### src/rtl/gf_clmul_seq.sv
// Sequential shift-and-add carry-less multiplier producing the unreduced GF(2)[x] product.
// Define CLMUL_EARLY_EXIT_EN to finish as soon as the remaining multiplier bits are all zero.
module gf_clmul_seq #(
    parameter int DATA_WIDTH = 8
) (
    input  logic                        clk,
    input  logic                        rst_n,
    input  logic                        op_enable,
    input  logic [$clog2(DATA_WIDTH):0] polyn_grade,
    input  logic [DATA_WIDTH-1:0]       op_a,
    input  logic [DATA_WIDTH-1:0]       op_b,
    output logic [2*DATA_WIDTH-1:0]     out,
    output logic                        op_finish
);

    localparam int GW = $clog2(DATA_WIDTH) + 1;
    localparam logic [GW-1:0] MAX_GRADE = GW'(DATA_WIDTH);

    typedef enum logic [1:0] {
        IDLE,
        RUN,
        DONE
    } state_t;

    state_t                  state, next_state;
    logic [GW-1:0]           grade_eff;
    logic [GW-1:0]           grade_reg, grade_next;
    logic [GW-1:0]           cnt, cnt_next, cnt_inc;
    logic [DATA_WIDTH-1:0]   op_mask;
    logic [DATA_WIDTH-1:0]   b_reg, b_next, b_shift;
    logic [2*DATA_WIDTH-1:0] a_reg, a_next;
    logic [2*DATA_WIDTH-1:0] acc, acc_next;
    logic                    last_iter;

    // A grade of zero or one beyond the datapath means "use the full width".
    always_comb begin
        grade_eff = polyn_grade;
        if (polyn_grade == '0 || polyn_grade > MAX_GRADE) begin
            grade_eff = MAX_GRADE;
        end
    end

    always_comb begin
        op_mask = '0;
        for (int i = 0; i < DATA_WIDTH; i++) begin
            op_mask[i] = (GW'(i) < grade_eff);
        end
    end

    assign b_shift = b_reg >> 1;
    assign cnt_inc = cnt + GW'(1);

`ifdef CLMUL_EARLY_EXIT_EN
    assign last_iter = (cnt_inc == grade_reg) || (b_shift == '0);
`else
    assign last_iter = (cnt_inc == grade_reg);
`endif

    always_comb begin
        next_state = state;
        a_next     = a_reg;
        b_next     = b_reg;
        acc_next   = acc;
        cnt_next   = cnt;
        grade_next = grade_reg;
        case (state)
            IDLE: begin
                if (op_enable) begin
                    a_next     = {{DATA_WIDTH{1'b0}}, op_a & op_mask};
                    b_next     = op_b & op_mask;
                    acc_next   = '0;
                    cnt_next   = '0;
                    grade_next = grade_eff;
                    next_state = RUN;
                end
            end
            RUN: begin
                if (!op_enable) begin
                    next_state = IDLE;
                end else begin
                    if (b_reg[0]) begin
                        acc_next = acc ^ a_reg;
                    end
                    a_next   = a_reg << 1;
                    b_next   = b_shift;
                    cnt_next = cnt_inc;
                    if (last_iter) begin
                        next_state = DONE;
                    end
                end
            end
            DONE: begin
                if (!op_enable) begin
                    next_state = IDLE;
                end
            end
            default: next_state = IDLE;
        endcase
    end

    // op_finish is registered from the next state so it rises with the DONE state itself.
    always_ff @(posedge clk or negedge rst_n) begin
        if (!rst_n) begin
            state     <= IDLE;
            a_reg     <= '0;
            b_reg     <= '0;
            acc       <= '0;
            cnt       <= '0;
            grade_reg <= '0;
            op_finish <= 1'b0;
        end else begin
            state     <= next_state;
            a_reg     <= a_next;
            b_reg     <= b_next;
            acc       <= acc_next;
            cnt       <= cnt_next;
            grade_reg <= grade_next;
            op_finish <= (next_state == DONE);
        end
    end

    assign out = acc;

endmodule

### config.mk
export PLATFORM = sky130hd
export DESIGN_NAME = gf_clmul_seq
export DESIGN_NICKNAME = d
export VERILOG_FILES = /design/src/rtl/gf_clmul_seq.sv
export SDC_FILE = /design/constraint.sdc
export NUM_CORES = 1
export LEC_CHECK = 0
export ABC_AREA = 1
export ABC_CLOCK_PERIOD_IN_PS = 3650
export CORE_MARGIN = 2
export CORE_UTILIZATION = 49
export CTS_CLUSTER_DIAMETER = 120
export CTS_CLUSTER_SIZE = 8
export DETAILED_ROUTE_END_ITERATION = 6
export PLACE_DENSITY = 0.83
export SLEW_MARGIN = 40
export SYNTH_ARGS = -nofsm -noshare
export SYNTH_HDL_FRONTEND = slang
export SYNTH_SLANG_ARGS = --single-unit
### constraint.sdc
create_clock -name clk -period 3.65 [get_ports clk]
set_input_delay 0.73 -clock clk [delete_from_list [all_inputs] [get_ports clk]]
set_output_delay 0.73 -clock clk [all_outputs]
set_load 0.03 [all_outputs]
==> results of run 1 <==
worst max path at each step:
stage,end,depth (start not counted)
finish,out[15]$_DFFE_PN0P_,7
floorplan,out[7]$_DFFE_PN0P_,6
global placement,out[7]$_DFFE_PN0P_,7
global route,out[11]$_DFFE_PN0P_,7
CTS,out[6]$_DFFE_PN0P_,7
detailed placement,out[15]$_DFFE_PN0P_,7
layer usage:
| metal | up-vias | routed length (um) |
|---|---|---|
| li1 | 1053 | - |
| met3 | 8 | 211 |
| met5 | - | 0 |
| met1 | 946 | 2340 |
| met2 | 52 | 2530 |
| met4 | 0 | 77 |
power groups by stage:
stage	Combinational, mW	Clock [mW]	Sequential (mW)
3_5_place_dp	0.835	0	0.898
5_1_grt	0.930	0.408	0.919
6_report	0.831	0.378	0.889
3_3_place_gp	0.804	0	0.890
4_1_cts	0.839	0.390	0.887
2_1_floorplan	0.530	0	0.954
kinds of logic after synthesis:
group / count (synthesis) / synth area share
AO/OA/AOI/OAI: 65 / 0.131
XOR/XNOR: 1 / 0.00341
adder cells (fa/ha/maj): 1 / 0.00487
buffers and inverters: 65 / 0.108
flip-flops: 51 / 0.497
AND/OR/NAND/NOR: 118 / 0.256
area by class of cell:
type                       count  area [um2]
clock inverter                 1        30.0
fill                         456        1980
inverter                      54         205
timing repair buffer          42         410
clock buffer                   6        72.6
tap                           70        87.6
sequential                    51        1280
multi-input combinational    185        1020
worst max-delay path, cell delays in order:
cell and delay (ns):
clkdlybuf4s50_1 0.49, inv_2 0.07, nor2_4 0.27, buf_4 0.28
nand2_2 0.34, nor3_1 0.32, nor3b_2 0.08
placed cells by master (no fill, tap or decap), types with 5 or more instances in the layout:
| cell type | Yosys | final |
|---|---|---|
| clkdlybuf4s50_1 | 0 | 38 |
| dfrtp_1 | 51 | 51 |
| nor3_1 | 17 | 17 |
| clkbuf_8 | 0 | 5 |
| a21oi_1 | 25 | 25 |
| nor3b_2 | 14 | 14 |
| o22ai_1 | 8 | 8 |
| inv_2 | 5 | 5 |
| nor2_1 | 24 | 24 |
| o21ai_0 | 8 | 8 |
| nand2_1 | 34 | 34 |
| inv_1 | 48 | 48 |
| o21ai_1 | 23 | 23 |
| nand3_1 | 16 | 16 |
==> metrics.txt, run 1 <==
status=complete, no violations; drt pass-1 iters=5; static leakage=about 1.4 nW; yosys warns=0; average size of a mapped cell=around 8.5 um2; highest clock rate=418 MHz; Hold Vio Cnt, Final=0; most frequent cell after synthesis=dfrtp_1; CTS max path bufs=2; Int Power=1.28 mW; Slew headroom=0.580; GR Layer Usage met3=0.0332; antenna fix cells=0; Area growth, synth to finish=20.5%; RSZ-0062 raised after global routing=no; final instance area=~3100 um2; grt ovf=0; fin nets=roughly 360; CORE AREA=between 5000 and 6000 um2; ranking of synthesized cells by area=dfrtp_1 (50%), inv_1 (7.0%), nor3b_2 (6.8%), nand2_1 (5.0%), a21oi_1 (4.9%); first-pass GRT wire length=roughly 9 mm; Yosys top cell by area=dfrtp_1; Seq/Total Area, Yosys=0.497; antenna violations before repair=0; Synth Register Bits=between 50 and 60; worst setup margin=around 1.3 ns; Placement Setup Slack=approximately 0.95 ns; IO Count=40; Post-CTS Setup Inserts=0; Post-Route Utilization=0.610; Post-synth top cells=dfrtp_1 (51), inv_1 (48), nand2_1 (34), a21oi_1 (25), nor2_1 (24); share of the synthesized area in the top cell type=0.497; H-Tree Level Count=2; DR DRC count=0; CTS tree=built; critical path data required time=~3.8 ns; Routed WL=between 5 and 6 mm; Sw Share=0.388; FF-to-FF setup slack=about 1.7 ns; vias per inst=5.03; logic gate share of total power=0.396; chip height=approximately 76 um; hold crit path type=in -> async; Max Slew Vio Count=0; Die ar.=5840 um2; clock skew=about 0.0032 ns; met1 Use GR=0.237; placed inst area=3000 um2; Post-synth EDFFs=0; I/O Buffers=39; R2R depth=5; global route hottest layer=met2; period utilization=0.656; Max-cap violations=0; WL/cell=around 13 um; largest net degree at the start of global routing=52; sw power=a little over 0.8 mW; total power=around 2.1 mW; post-synthesis cell count=around 300; Placed Cells=402; root cell of the clock tree=clkbuf_8; antenna violation net count after detailed routing=0; CTS sink cnt=between 50 and 60; Reg2Reg Launch Point=state[1]$_DFF_PN0_; initial core utilization=0.506; Total GRT Usage=0.191; worst setup path class=in -> reg; vias in the first global route=2071; via count=a little over 2k; final-report setup violation count=0; Power Density=roughly 680 nW/um2; critical path endpoint category=flip-flop; ys flop type=dfrtp_1; fin cells=409; number of DRC markers in iteration 0=92; clk_lat worst skew=about 0.3 ns; crit path max fanout=32; RD Place Congestion=approximately 0.8; Netlist Area Pre-Place=~2600 um2; layout cells sized above 1=0.103; worst reg2reg path endpoint=out[15]$_DFFE_PN0P_; sequential share of power=0.424; Post-DP HPWL=approximately 3.8 mm; Async S/R FF share, synth=1.00; Setup crit start=op_enable; worst endpoint data arrival time=roughly 2.6 ns; CTS resizes=0; GRT met2 Usage=0.338; Clk pin slew, worst setup/hold paths=0.08 ns; Rows=26; Peak VDD IR=0.000294 V; Critical Path Source Type=input pin; Post-Syn Nets=around 330; CTS Hold Buffers Added=0; Yosys cell types=26; Least-Margin Pin Slew=0.630 ns; Die W=around 76 um; cts bufs inserted=5; WHS=roughly 0.44 ns; setup TNS=0 ns; Tmin final=2.39 ns; clock share of power=0.180
No activity file was read; power rests on OpenSTA's default activity.
==> run 2: changes to the inputs <==
ABC_CLOCK_PERIOD_IN_PS = 2000   (was 3650)
CORE_UTILIZATION = 48   (was 49)
PLACE_DENSITY = 0.84   (was 0.83)
clock period = 2 ns   (was 3.65 ns; I/O delays follow)
==> metrics.txt, run 2 (same netlist as run 1, synthesis figures left out) <==
status=complete, no violations (unchanged); Critical Path Source Type=flip-flop (was input pin); setup TNS=0 ns (unchanged); WL/cell=12.1 um (was 12.6 um); IO Count=40 (unchanged); Die W=77.2 um (was 76.4 um); number of DRC markers in iteration 0=104 (was 92); leading cell types in the layout, fill and taps excluded=dfrtp_1 (51), inv_1 (48), clkdlybuf4s50_1 (38), nand2_1 (34), a21oi_1 (25) (unchanged); RD Place Congestion=0.835 (was 0.799); grt ovf=0 (unchanged); worst reg2reg path endpoint=op_finish$_DFF_PN0_ (was out[15]$_DFFE_PN0P_); Levels on crit path=1 (was 7); clk_lat worst skew=0.31 ns (was 0.30 ns); Critical path buffers and inverters=1 (was 3); Hold Vio Cnt, Final=0 (unchanged); antenna violation net count after detailed routing=0 (unchanged); CTS resizes=0 (unchanged); critical path data required time=1.60 ns (was 3.84 ns); crit path max fanout=2 (was 32); I/O Buffers=39 (unchanged); DR DRC count=0 (unchanged); chip height=77.2 um (was 76.4 um); worst-path cell chain=clkdlybuf4s50_1 (was clkdlybuf4s50_1, inv_2, nor2_4, buf_4, nand2_2, nor3_1, nor3b_2); Die ar.=5960 um2 (was 5840 um2); RSZ-0062 raised after global routing=no (unchanged); CTS tree=built (unchanged); CTS Hold Buffers Added=0 (unchanged); Post-DP HPWL=3.77 mm (was 3.80 mm); Post-Route Utilization=0.611 (was 0.610); vias per inst=5.05 (was 5.03); Reg2Reg Launch Point=cnt[0]$_DFFE_PN0P_ (was state[1]$_DFF_PN0_); Total GRT Usage=0.178 (was 0.191); critical path endpoint category=output port (was flip-flop); largest net degree at the start of global routing=33 (was 52); worst setup path class=reg -> out (was in -> reg); final-report setup violation count=0 (unchanged); Post-CTS Setup Inserts=0 (unchanged); antenna fix cells=0 (unchanged); cts bufs inserted=5 (unchanged); Max Slew Vio Count=0 (unchanged); antenna violations before repair=0 (unchanged); Clk pin slew, worst setup/hold paths=0.09 ns (was 0.08 ns); Tmin final=between 1.5 and 2 ns; period utilization=0.876; drt pass-1 iters=4 (was 5); clock skew=0.00986 ns (was 0.00317 ns); Peak VDD IR=0.000477 V (was 0.000294 V); final instance area=3140 um2 (was 3100 um2); Power Density=1190 nW/um2 (was 677 nW/um2); highest clock rate=571 MHz; worst endpoint data arrival time=1.35 ns (was 2.58 ns); Max-cap violations=0 (unchanged); vias in the first global route=2004 (was 2071); first-pass GRT wire length=8.65 mm (was 9.07 mm); FF-to-FF setup slack=0.53 ns (was 1.71 ns); Top delay family on crit path=buffers and inverters (was simple AND/OR/NAND/NOR gates); static leakage=1.40 nW (was 1.38 nW); WHS=0.0443 ns (was 0.441 ns); initial core utilization=0.500 (was 0.506); commonest non-fill, non-tap cell in the layout=dfrtp_1 (unchanged); CTS max path bufs=2 (unchanged); Slew headroom=0.672 (was 0.580); Max stage delay on crit path=0.68 ns (was 0.49 ns); fin nets=368 (was 363); CORE AREA=5140 um2 (was 5070 um2); hold crit path type=in -> async (unchanged); via count=2095 (was 2059); layout cells sized above 1=0.119 (was 0.103); Least-Margin Pin Slew=0.492 ns (was 0.630 ns); Routed WL=5.01 mm (was 5.16 mm); Rows=26 (unchanged); Area growth, synth to finish=22.2% (was 20.5%); H-Tree Level Count=2 (unchanged); placed inst area=3060 um2 (was 3000 um2); R2R depth=9 (was 5); fin cells=415 (was 409); CTS sink cnt=51 (unchanged); Slowest cell on crit path=clkdlybuf4s50_1 (unchanged); Placed Cells=407 (was 402); root cell of the clock tree=clkbuf_8 (unchanged)
run 2: layer usage:
layer / wire, um / GRT usage / share of wire / vias to the layer above
met1: 2330 / 0.237 / 0.47 / 974
met2: 2440 / 0.295 / 0.49 / 43
met5: 0 / 0 / 0 / -
met4: 63 / 0.0536 / 0.013 / 0
met3: 173 / 0.0353 / 0.035 / 7
li1: - / - / - / 1071
run 2: worst max path at each step:
stage | slack [ns] | from | endpoint
global placement | 0.21 | op_enable | a_reg[0]$_DFFE_PN0P_
CTS | 0.24 | out[6]$_DFFE_PN0P_ | out[6]
finish | 0.25 | out[6]$_DFFE_PN0P_ | out[6]
global route | 0.19 | out[6]$_DFFE_PN0P_ | out[6]
detailed placement | 0.15 | op_enable | out[5]$_DFFE_PN0P_
floorplan | 0.69 | cnt[0]$_DFFE_PN0P_ | op_finish$_DFF_PN0_
run 2: per-stage QoR:
stage	power (mW)	setup WS, ns
after floorplan	2.71	0.692
after CTS	3.77	0.242
after global placement	3.14	0.211
after global routing	4.05	0.189
after detailed placement	3.19	0.148
final	3.75	0.247
run 2: report_power, final:
part	total, mW	switching (mW)	internal (mW)
registers	1.59	0.233	1.36
logic	1.57	0.914	0.659
clock network	0.584	0.339	0.245
total	3.75	1.49	2.27
run 2: layout make-up:
class,count,area [um2]
Fill cell,460,2000
Tap cell,70,87.6
Timing Repair Buffer,47,470
Sequential cell,51,1280
Multi-Input combinational cell,185,1020
Clock buffer,6,72.6
Clock inverter,2,12.5
Inverter,54,205
==> RTL edit 1 (settings of run 2) <==
Build with the macro `CLMUL_EARLY_EXIT_EN` defined.
--- a/src/rtl/gf_clmul_seq.sv
+++ b/src/rtl/gf_clmul_seq.sv
@@ -2,2 +2,4 @@
 // Define CLMUL_EARLY_EXIT_EN to finish as soon as the remaining multiplier bits are all zero.
+`define CLMUL_EARLY_EXIT_EN
+
 module gf_clmul_seq #(
Check against the original RTL: not equivalent (a bounded check fails within 4 cycles, from zero or initial values and one cycle with rst_n low).
==> RTL edit 1 against run 2 <==
Critical path depth unchanged. Worst hold slack better by 0.0011 ns. Clock power rose by 6.7%. Synthesized area is 1.4% higher. Sequential cell count stayed put. Design area is 0.72% higher. Via count grew 2.1%. Worst setup slack worse by 0.032 ns. Combinational power rose by 19%. Power up 9.2%. Fmax is 1.8% lower. Count of clock-buffer cells in the layout down 1. Routed wire length up 9.0%. Critical endpoint is now out[4]. Largest power group is now combinational cells.
==> RTL edit 1: results (changes against run 2) <==
slew_headroom_pct: 65.6  # was 67.2%
avgSynthCellArea_um2: 8.63  # was 8.54 um2
drive_gt1_share_pct: 11.6  # was 11.9%
wl_met1_um: 2350  # was 2330 um
num_vias: 2138  # was 2,095
wl_met3_um: 302  # was 173 um
ir_drop_mv: 0.742  # was 0.477 mV
crit_start: "out[4]"  # was out[6]
p_leak_nw: 1.45  # was 1.40 nW
dr.first_iter.drc_count: 99  # was 104
area_growth_syn_to_layout_pct: 21.4  # was 22.2%
grt_pass1_vias: 2032  # was 2,004
synthTopCellsByArea: "dfrtp_1, inv_1, nor3b_2, nand2_1, o22ai_1"  # was dfrtp_1, inv_1, nor3b_2, nand2_1, a21oi_1
worstPathArrival_ns: 1.38  # was 1.35 ns
wl_um: 5460  # was 5010 um
netlist.area_leader.share_pct: 49.0  # was 49.7%
placedInstanceArea_um2: 3070  # was 3060 um2
pre_cts_ws_ns: 0.0201  # was 0.148 ns
yosys-top-cells-count: "inv_1, dfrtp_1, nand2_1"  # was dfrtp_1, inv_1, nand2_1
synth_cell_type_count: 25  # was 26
place.gp.congestion: 0.914  # was 0.835
synth-seq-area-share_pct: 49.0  # was 49.7%
fill_cells: 423  # was 460
fin_worst_skew_ns: 0.00833  # was 0.00986 ns
status: "completed"  # unchanged
grt_pass1_wl_um: 9260  # was 8650 um
track_usage_pct: 19.2  # was 17.8%
## RTL edit 1: cells by family (layout without fill, tap and decap cells)
logic type	Yosys count	after routing	synth area share, %
flops	51	51	49.0
buf+inv	70	113	12.0
fa+ha+maj	1	1	0.480
simple gates	111	111	24.0
compound gates	69	69	14.6
## RTL edit 1: report_power, final
group	switching [mW]	internal, mW	total, mW
Clock	0.365	0.258	0.623
Combinational	1.13	0.736	1.87
Sequential	0.230	1.37	1.60
Total	1.73	2.37	4.10
## RTL edit 1: path summary, 6_finish.rpt
kind	end	depth (start not counted)	slack, ns
worst max register to register	state[1]	10	0.44
worst min register to register	grade_reg[1]	2	0.52
worst min-delay path	a_reg[12]	1	0.05
max in group asynchronous	state[1]	2	1.41
min in group clk	grade_reg[1]	2	0.52
worst max-delay path	out[4]	1	0.22
## RTL edit 1: cell type report
cell class / instances / share of cell area, %
Multi-Input combinational cell: 181 / 32.1
Clock buffer: 5 / 2.18
Timing Repair Buffer: 47 / 14.9
Inverter: 58 / 6.88
Sequential cell: 51 / 40.3
Tap cell: 70 / 2.77
Clock inverter: 3 / 0.831
## RTL edit 1: metal layers
layer	track usage, %	vias up
li1	-	1078
met1	24.3	983
met2	32.2	70
met3	4.30	7
met4	6.79	0
met5	0	-
==> RTL edit 2 (flow settings as in run 2) <==
Made on the original files. The 3 states of `state_t` get a one-hot encoding in 3 bits.
--- a/src/rtl/gf_clmul_seq.sv
+++ b/src/rtl/gf_clmul_seq.sv
@@ -18,6 +18,6 @@
 
-    typedef enum logic [1:0] {
-        IDLE,
-        RUN,
-        DONE
+    typedef enum logic [2:0] {
+        IDLE = 3'b001,
+        RUN  = 3'b010,
+        DONE = 3'b100
     } state_t;
Behaviour: no difference found for any inputs over 10 cycles, from zero or initial values and one cycle with rst_n low; not proved beyond that.
==> RTL edit 2 against run 2 <==
Worst setup slack worse by 0.059 ns. Routed wire length grew 25%. Synthesized area increased by 3.7%. Design area is 5.6% higher. Sequential share of layout area shrank 1.4 points. Worst hold slack better by 0.039 ns. Non-clock buffer count is 1 higher. Power shrank 12%. Largest power group unchanged. Sequential cell count grew 1.
==> RTL edit 2: results (changes against run 2) <==
pre_cts_ws_ns: 0.161  # was 0.148 ns
reg2reg_depth: 7  # was 9
grt.met2_usage_pct: 37.4  # was 29.5%
crit_slowest_cell: "clkdlybuf4s50_1"  # unchanged
grtUsageMet3_pct: 3.33  # was 3.53%
portBuffers: 39  # unchanged
synth_cell_type_count: 23  # was 26
placedInstanceArea_um2: 3160  # was 3060 um2
hpwlAfterDp_um: 4380  # was 3770 um
crit_start: "out[3]"  # was out[6]
power_mw: 3.31  # was 3.75 mW
dr.first_iter.drc_count: 132  # was 104
synth-seq-area-share_pct: 48.9  # was 49.7%
synth_nets: 375  # was 325
p_int_mw: 2.26  # was 2.27 mW
track_usage_pct: 22.4  # was 17.8%
syn_inst: 351  # was 301
fill_cells: 469  # was 460
yosysWarnings: 0  # unchanged
stdcell_count: 467  # was 415
yosys-top-cells-count: "nand2_1, dfrtp_1, nor2_1"  # was dfrtp_1, inv_1, nand2_1
fin_worst_skew_ns: 0.00837  # was 0.00986 ns
worstPathArrival_ns: 1.41  # was 1.35 ns
power_frac_clock_pct: 29.3  # was 15.6%
grt_pass1_wl_um: 11000  # was 8650 um
crit_end: "out[3]"  # was out[6]
p_leak_nw: 1.64  # was 1.40 nW
place.gp.congestion: 0.825  # was 0.835
grt_pass1_vias: 2444  # was 2,004
rrSetupSlack_ns: 0.37  # was 0.53 ns
numCtsBuffers: 5  # unchanged
final_nets: 418  # was 368
synthTopCellsByArea: "dfrtp_1, nand2_1, nand3_1, nor2_1, xnor2_1"  # was dfrtp_1, inv_1, nor3b_2, nand2_1, a21oi_1
multi_input_area_um2: 1190  # was 1020 um2
clock_latency_ns: 0.31  # about the same
r2r_end: "a_reg[5]"  # was op_finish
wl_met3_um: 319  # was 173 um
cp_max_fo: 3  # was 2
dp.cells: 459  # was 407
grt_max_degree: 35  # was 33
status: "completed"  # unchanged
p_comb_share_pct: 26.6  # was 41.9%
post-route-period-util_pct: 90.6  # was 87.6%
worst_pin_slew_ns: 0.426  # was 0.492 ns
wl_met2_um: 3090  # was 2440 um
ir_drop_mv: 0.728  # was 0.477 mV
whs_ns: 0.0833  # was 0.0443 ns
cp_top_family: "buffers and inverters"  # unchanged
wl_met1_um: 2710  # was 2330 um
wl_um: 6250  # was 5010 um
gr-usage-met1_pct: 29.4  # was 23.7%
drive_gt1_share_pct: 6.33  # was 11.9%
r2r_start: "state[0]"  # was cnt[0]
via_per_inst: 5.25  # was 5.05
-- RTL edit 2: cell count changes after synthesis, sizes merged, moves of 4 or more --
cell,change
o21ai,-13
nor3b,-16
a21oi,-24
nand3,+18
xnor2,+15
nor3,-15
nand2,+97
nand3b,-4
inv,-25
nor2,+14
-- RTL edit 2: area by class of cell --
class / instances / share of cell area, %
inverter: 29 / 3.36
clock buffer: 5 / 2.08
timing repair buffer: 48 / 14.0
tap: 72 / 2.72
multi-input combinational: 258 / 35.8
sequential: 52 / 39.3
clock inverter: 3 / 2.72
-- RTL edit 2: logic make-up (layout without fill, tap and decap cells) --
| kind of cell | count (synthesis) | count (layout) | share of synthesized area (%) |
|---|---|---|---|
| xor gates and xnor gates | 16 | 16 | 5.26 |
| and+or+nand+nor | 214 | 214 | 33.3 |
| buffers and inverters | 41 | 85 | 6.57 |
| DFF | 52 | 52 | 48.9 |
| adders and majority gates | 1 | 1 | 0.469 |
| AOI/OAI and AO/OA | 27 | 27 | 5.54 |
